### src/rtl/interval_event_scheduler.sv
// Periodic event scheduler: per-channel microsecond period counters with optional PPS alignment,
// pending/overrun tracking and a round-robin valid/ready request port.
module interval_event_scheduler #(
   parameter int unsigned CHANNELS     = 4,
   parameter int unsigned PERIOD_WIDTH = 24
) (
   input  logic        clk,
   input  logic        rst,
   input  logic [31:0] microsecondsSinceBoot,
   input  logic        PPS,
   input  logic        csrStrobe,
   input  logic [2:0]  csrChannel,
   input  logic [31:0] csrData,
   input  logic        statusStrobe,
   input  logic [7:0]  statusData,
   output logic [31:0] status,
   output logic        reqValid,
   output logic [2:0]  reqChannel,
   output logic [31:0] reqTimestamp,
   input  logic        reqReady
);

   typedef logic [PERIOD_WIDTH-1:0] period_t;

   // Time base edge detection
   logic [31:0] us_prev_q;
   logic        pps_prev_q;
   logic        us_tick_q;
   logic        pps_edge_q;

   // Per-channel state
   logic [CHANNELS-1:0] en_q, en_d;
   logic [CHANNELS-1:0] align_q, align_d;
   logic [CHANNELS-1:0] pend_q, pend_d;
   logic [CHANNELS-1:0] ovr_q, ovr_d;
   period_t             period_q [CHANNELS];
   period_t             period_d [CHANNELS];
   period_t             cnt_q [CHANNELS];
   period_t             cnt_d [CHANNELS];
   logic [31:0]         ts_q [CHANNELS];
   logic [31:0]         ts_d [CHANNELS];

   logic [CHANNELS-1:0] csr_hit;
   logic [CHANNELS-1:0] pps_reload;
   logic [CHANNELS-1:0] run;
   logic [CHANNELS-1:0] expire;
   logic [CHANNELS-1:0] ovr_set;

   // Arbiter and output register
   logic                req_valid_q, req_valid_d;
   logic [2:0]          req_ch_q, req_ch_d;
   logic [31:0]         req_ts_q, req_ts_d;
   logic [2:0]          last_grant_q, last_grant_d;
   logic                load_out;
   logic                gnt_found;
   logic [2:0]          gnt_idx;
   logic [31:0]         sel_ts;
   logic [CHANNELS-1:0] grant;

   logic [31:0]         status_q, status_d;
   logic [7:0]          en8, pend8, ovr8;

   // Round-robin search: channels above lastGrant first, then wrap to the rest.
   always_comb begin
      gnt_found = 1'b0;
      gnt_idx   = '0;
      for (int i = 0; i < CHANNELS; i++) begin
         if (!gnt_found && pend_q[i] && (i > int'(last_grant_q))) begin
            gnt_found = 1'b1;
            gnt_idx   = 3'(i);
         end
      end
      for (int i = 0; i < CHANNELS; i++) begin
         if (!gnt_found && pend_q[i] && (i <= int'(last_grant_q))) begin
            gnt_found = 1'b1;
            gnt_idx   = 3'(i);
         end
      end
   end

   always_comb begin
      load_out     = !req_valid_q || reqReady;
      grant        = '0;
      sel_ts       = '0;
      req_valid_d  = req_valid_q;
      req_ch_d     = req_ch_q;
      req_ts_d     = req_ts_q;
      last_grant_d = last_grant_q;
      for (int i = 0; i < CHANNELS; i++) begin
         if (gnt_idx == 3'(i)) begin
            sel_ts = ts_q[i];
         end
         grant[i] = load_out && gnt_found && (gnt_idx == 3'(i));
      end
      if (load_out) begin
         if (gnt_found) begin
            req_valid_d  = 1'b1;
            req_ch_d     = gnt_idx;
            req_ts_d     = sel_ts;
            last_grant_d = gnt_idx;
         end else begin
            req_valid_d  = 1'b0;
         end
      end
   end

   always_comb begin
      en_d       = en_q;
      align_d    = align_q;
      pend_d     = pend_q;
      ovr_d      = ovr_q;
      period_d   = period_q;
      cnt_d      = cnt_q;
      ts_d       = ts_q;
      csr_hit    = '0;
      pps_reload = '0;
      run        = '0;
      expire     = '0;
      ovr_set    = '0;
      for (int i = 0; i < CHANNELS; i++) begin
         csr_hit[i]    = csrStrobe && (csrChannel == 3'(i));
         pps_reload[i] = align_q[i] && pps_edge_q;
         run[i]        = en_q[i] && (period_q[i] != '0) && us_tick_q;
         // CSR write and PPS reload both suppress a same-cycle expiry.
         expire[i]     = run[i] && (cnt_q[i] == period_t'(1)) && !pps_reload[i] && !csr_hit[i];

         if (csr_hit[i]) begin
            en_d[i]     = csrData[31];
            align_d[i]  = csrData[30];
            period_d[i] = csrData[PERIOD_WIDTH-1:0];
            cnt_d[i]    = csrData[PERIOD_WIDTH-1:0];
         end else if (pps_reload[i]) begin
            cnt_d[i]    = period_q[i];
         end else if (run[i]) begin
            cnt_d[i]    = (cnt_q[i] == period_t'(1)) ? period_q[i] : cnt_q[i] - period_t'(1);
         end

         if (csr_hit[i] && !csrData[31]) begin
            pend_d[i] = 1'b0;
         end else if (expire[i]) begin
            if (pend_q[i] && !grant[i]) begin
               ovr_set[i] = 1'b1;
            end else begin
               pend_d[i] = 1'b1;
               ts_d[i]   = microsecondsSinceBoot;
            end
         end else if (grant[i]) begin
            pend_d[i] = 1'b0;
         end

         ovr_d[i] = (ovr_q[i] && !(statusStrobe && statusData[i])) || ovr_set[i];
      end
   end

   always_comb begin
      en8                 = '0;
      pend8               = '0;
      ovr8                = '0;
      en8[CHANNELS-1:0]   = en_q;
      pend8[CHANNELS-1:0] = pend_q;
      ovr8[CHANNELS-1:0]  = ovr_q;
      status_d            = {8'h00, en8, pend8, ovr8};
   end

   always_ff @(posedge clk) begin
      if (rst) begin
         us_prev_q    <= microsecondsSinceBoot;
         pps_prev_q   <= PPS;
         us_tick_q    <= 1'b0;
         pps_edge_q   <= 1'b0;
         en_q         <= '0;
         align_q      <= '0;
         pend_q       <= '0;
         ovr_q        <= '0;
         for (int i = 0; i < CHANNELS; i++) begin
            period_q[i] <= '0;
            cnt_q[i]    <= '0;
            ts_q[i]     <= '0;
         end
         req_valid_q  <= 1'b0;
         req_ch_q     <= '0;
         req_ts_q     <= '0;
         last_grant_q <= 3'(CHANNELS - 1);
         status_q     <= '0;
      end else begin
         us_prev_q    <= microsecondsSinceBoot;
         pps_prev_q   <= PPS;
         us_tick_q    <= (microsecondsSinceBoot != us_prev_q);
         pps_edge_q   <= PPS && !pps_prev_q;
         en_q         <= en_d;
         align_q      <= align_d;
         pend_q       <= pend_d;
         ovr_q        <= ovr_d;
         for (int i = 0; i < CHANNELS; i++) begin
            period_q[i] <= period_d[i];
            cnt_q[i]    <= cnt_d[i];
            ts_q[i]     <= ts_d[i];
         end
         req_valid_q  <= req_valid_d;
         req_ch_q     <= req_ch_d;
         req_ts_q     <= req_ts_d;
         last_grant_q <= last_grant_d;
         status_q     <= status_d;
      end
   end

   assign status       = status_q;
   assign reqValid     = req_valid_q;
   assign reqChannel   = req_ch_q;
   assign reqTimestamp = req_ts_q;

endmodule

### config.mk
export PLATFORM = sky130hd
export DESIGN_NAME = interval_event_scheduler
export DESIGN_NICKNAME = d
export VERILOG_FILES = /design/src/rtl/interval_event_scheduler.sv
export SDC_FILE = /design/constraint.sdc
export NUM_CORES = 1
export LEC_CHECK = 0
export BUFFER_PORTS_ARGS = -buffer_cell sky130_fd_sc_hd__buf_4
export CORE_UTILIZATION = 52
export CTS_CLUSTER_SIZE = 30
export DETAILED_ROUTE_END_ITERATION = 12
export PLACE_DENSITY = 0.71
export SLEW_MARGIN = 20
export SYNTH_ARGS = -nofsm -noshare
export SYNTH_HDL_FRONTEND = slang
export SYNTH_SLANG_ARGS = --single-unit
export TNS_END_PERCENT = 50
### constraint.sdc
create_clock -name clk -period 3.4 [get_ports clk]
set_input_delay 0.51 -clock clk [delete_from_list [all_inputs] [get_ports clk]]
set_output_delay 0.51 -clock clk [all_outputs]
set_load 0.01 [all_outputs]
==> results.md <==
- Status: finished, final reports clean
- Unique masters post-synth: 69
- Setup violations, final: 0
- Final nets: 2426
- Final Hold Viols: 0
- Clock power frac: 44.3%
- Post-CTS Setup Inserts: 0
- Kind of critical path: register to register
- CP peak stage delay: 0.69 ns
- Cells after Synth: 2294
- Layout Cell Area excl Fill: 0.0216 sq mm
- Initial core utilization: 52.9%
- Sw power: 3050 uW
- Fmax: 339 MHz
- Clock Tree Buf Depth: 3
- DR vias/cell: 6.12
- H-Tree Depth: 2
- Io pins: 149
- First-pass GRT wire length: 89000 um
- Crit share post-route: 86.7%
- Total die area: 0.0370 sq mm
- Yosys warning total: 0
- Routed via count: 17300
- Final setup TNS: 0 ns
- Routability-driven placement congestion ratio: 0.892
- Startpoint Class: register
- CTS tree: done
- Clock Skew: 0.0252 ns
- Antenna violations before repair: 0
- DRT Pass-1 Iters: 7
- Peak VDD IR: 598 uV
- WP data required: 3.83 ns
- Clock latency on the worst-skew pair: 0.58 ns
- Max-cap violations: 0
- Logic pwr share: 12.4%
- Worst Setup End Kind: register
- RSZ-0062 raised after global routing: false
- Post-cts resize count: 0
- Routed wire length: 57000 um
- EDFF count, synth: 0
- ANT nets after route: 0
- Pwr Density: 547 mW/mm^2
- Worst hold path type: primary input to register
- Slew HR: 25.7%
- Vias in the first global route: 16400
- Synth-to-Final Area Change: 14.9%
- Ys async rst share: 0%
- Die X: 192 um
- N_diodes: 0
- Total track usage: 30.5%
- CTS Buf Count: 45
- Die Span Y: 192 um
- Largest net degree at the start of global routing: 91
- Core ar.: 0.0356 sq mm
- Commonest non-fill, non-tap cell in the layout: nand2_1
- # clock sinks: 420
- Sequential power share: 43.3%
- Hold-fix buffers, CTS: 0
- #FFs+latches synth: 420
- Leak Pwr: 0.00819 uW
- Slew @ Worst Pin: 1.11 ns
- Hold WS: 0.0609 ns
- Port bufs: 117
- Most frequent cells in the layout: nand2_1 (438), dfxtp_1 (420), a21oi_1 (220)
- Net Sw Frac: 25.8%
- P_int: 8780 uW
- WP data arrival: 3.37 ns
- CP Cell Sequence: or4_1 -> nor4_2 -> nand3_1 -> nor4b_4 -> buf_12 -> mux2i_1 -> nor2_1
- DP Area: 0.0200 sq mm
- Clk pin slew, worst setup/hold paths: 0.06 ns
- Initial drt markers: 1531
- Post-Syn Area: 0.0188 sq mm
- Fillers: 3127
- Crit path time final: 2.95 ns
- Crit Path Max Fanout: 32
- Post-DP HPWL: 36400 um
- Wire length per cell: 20.1 um
- Total grt overflow: 0
- Crit-path slowest cell: or4_1
- Primary FF master, synth: dfxtp_1
- Root Buffer: clkbuf_16
- DRC: 0
- Layout cells sized above 1: 12.9%
- Num rows: 69
- Sequential area share after synthesis: 44.7%
- Post-Syn Area per Cell: 8.21 sq um
- Max-slew violation count: 0
-- power groups by stage --
stage / Combinational, uW / Clock (uW) / Sequential (uW)
floorplan: 1070 / 0 / 5200
global placement: 1410 / 0 / 5230
detailed placement: 1430 / 0 / 5230
CTS: 1450 / 5280 / 5130
global route: 1610 / 5470 / 5140
finish: 1460 / 5240 / 5130
-- per-stage QoR --
stage                     utilization, %  cells  power, uW  worst slack [ns]
after global placement              56.3   2751       6640             0.555
after floorplan                        -   2314       6270             0.896
final                               60.8   2834      11800             0.452
after detailed placement            56.3   2751       6670             0.481
after global routing                60.8   2834      12200             0.297
after CTS                           60.8   2834      11900             0.475
-- cells in the mapped netlist (36+ instances only) --
master | count | area [sq um]
dfxtp_1 | 420 | 8410
nand3_1 | 55 | 275
nand2_1 | 438 | 1640
a311oi_1 | 42 | 368
nor2_1 | 196 | 736
xnor2_1 | 77 | 674
nor3_1 | 36 | 180
a21oi_1 | 221 | 1110
mux2i_1 | 67 | 671
a31oi_1 | 46 | 288
nor4_1 | 51 | 319
clkbuf_1 | 158 | 593
o211ai_1 | 42 | 315
o21ai_0 | 91 | 455
-- cell families after synthesis --
group | count (synthesis) | share of synthesized area, %
simple gates | 895 | 21.4
compound gates | 587 | 20.2
flops | 420 | 44.7
buf+inv | 213 | 4.80
xor+xnor | 100 | 4.65
mux | 70 | 3.74
fa+ha+maj | 8 | 0.532
other cells | 1 | 0.0199
-- state kept, by name, summed over array words and instances (netlist names) --
name	cells
last_grant_q	2
ts_q	128
pend_q	4
en_q	4
align_q	4
reqTimestamp	32
pps_edge_q	1
us_tick_q	1
cnt_q	96
reqChannel	2
status	12
reqValid	1
ovr_q	4
us_prev_q	32
period_q	96
pps_prev_q	1
-- area by class of cell --
| class | count | area [sq um] | share of cell area, % |
|---|---|---|---|
| flip-flops and latches | 420 | 8410 | 38.9 |
| inverters | 20 | 75.1 | 0.347 |
| well taps | 461 | 577 | 2.67 |
| repair buffers | 169 | 1300 | 6.02 |
| multi-input cells | 1681 | 9670 | 44.7 |
| clock buffers | 64 | 1340 | 6.19 |
| clock inverters | 19 | 259 | 1.20 |
-- per-layer routing --
layer | wire, um | GRT usage [%] | vias to the layer above
met3 | 4640 | 5.67 | 113
met1 | 23500 | 38.6 | 8318
met4 | 1820 | 12.2 | 0
met2 | 27000 | 51.1 | 681
li1 | - | - | 8222
met5 | 0 | 0 | -
-- final timing paths --
check | depth (start not counted) | slack [ns] | from | endpoint
setup / recovery | 7 | 0.45 | cnt_q[50] | ts_q[74]
hold / removal | 1 | 0.06 | PPS | pps_prev_q
setup reg to reg | 7 | 0.45 | cnt_q[50] | ts_q[74]
hold reg to reg | 1 | 0.44 | pps_prev_q | pps_edge_q
-- critical path, delay by kind of cell (launching register included) --
family / cells / cell delay (ns)
buf+inv: 1 / 0.30
flops: 1 / 0.35
mux: 1 / 0.26
simple gates: 5 / 1.85
No activity file was read; power rests on OpenSTA's default activity.
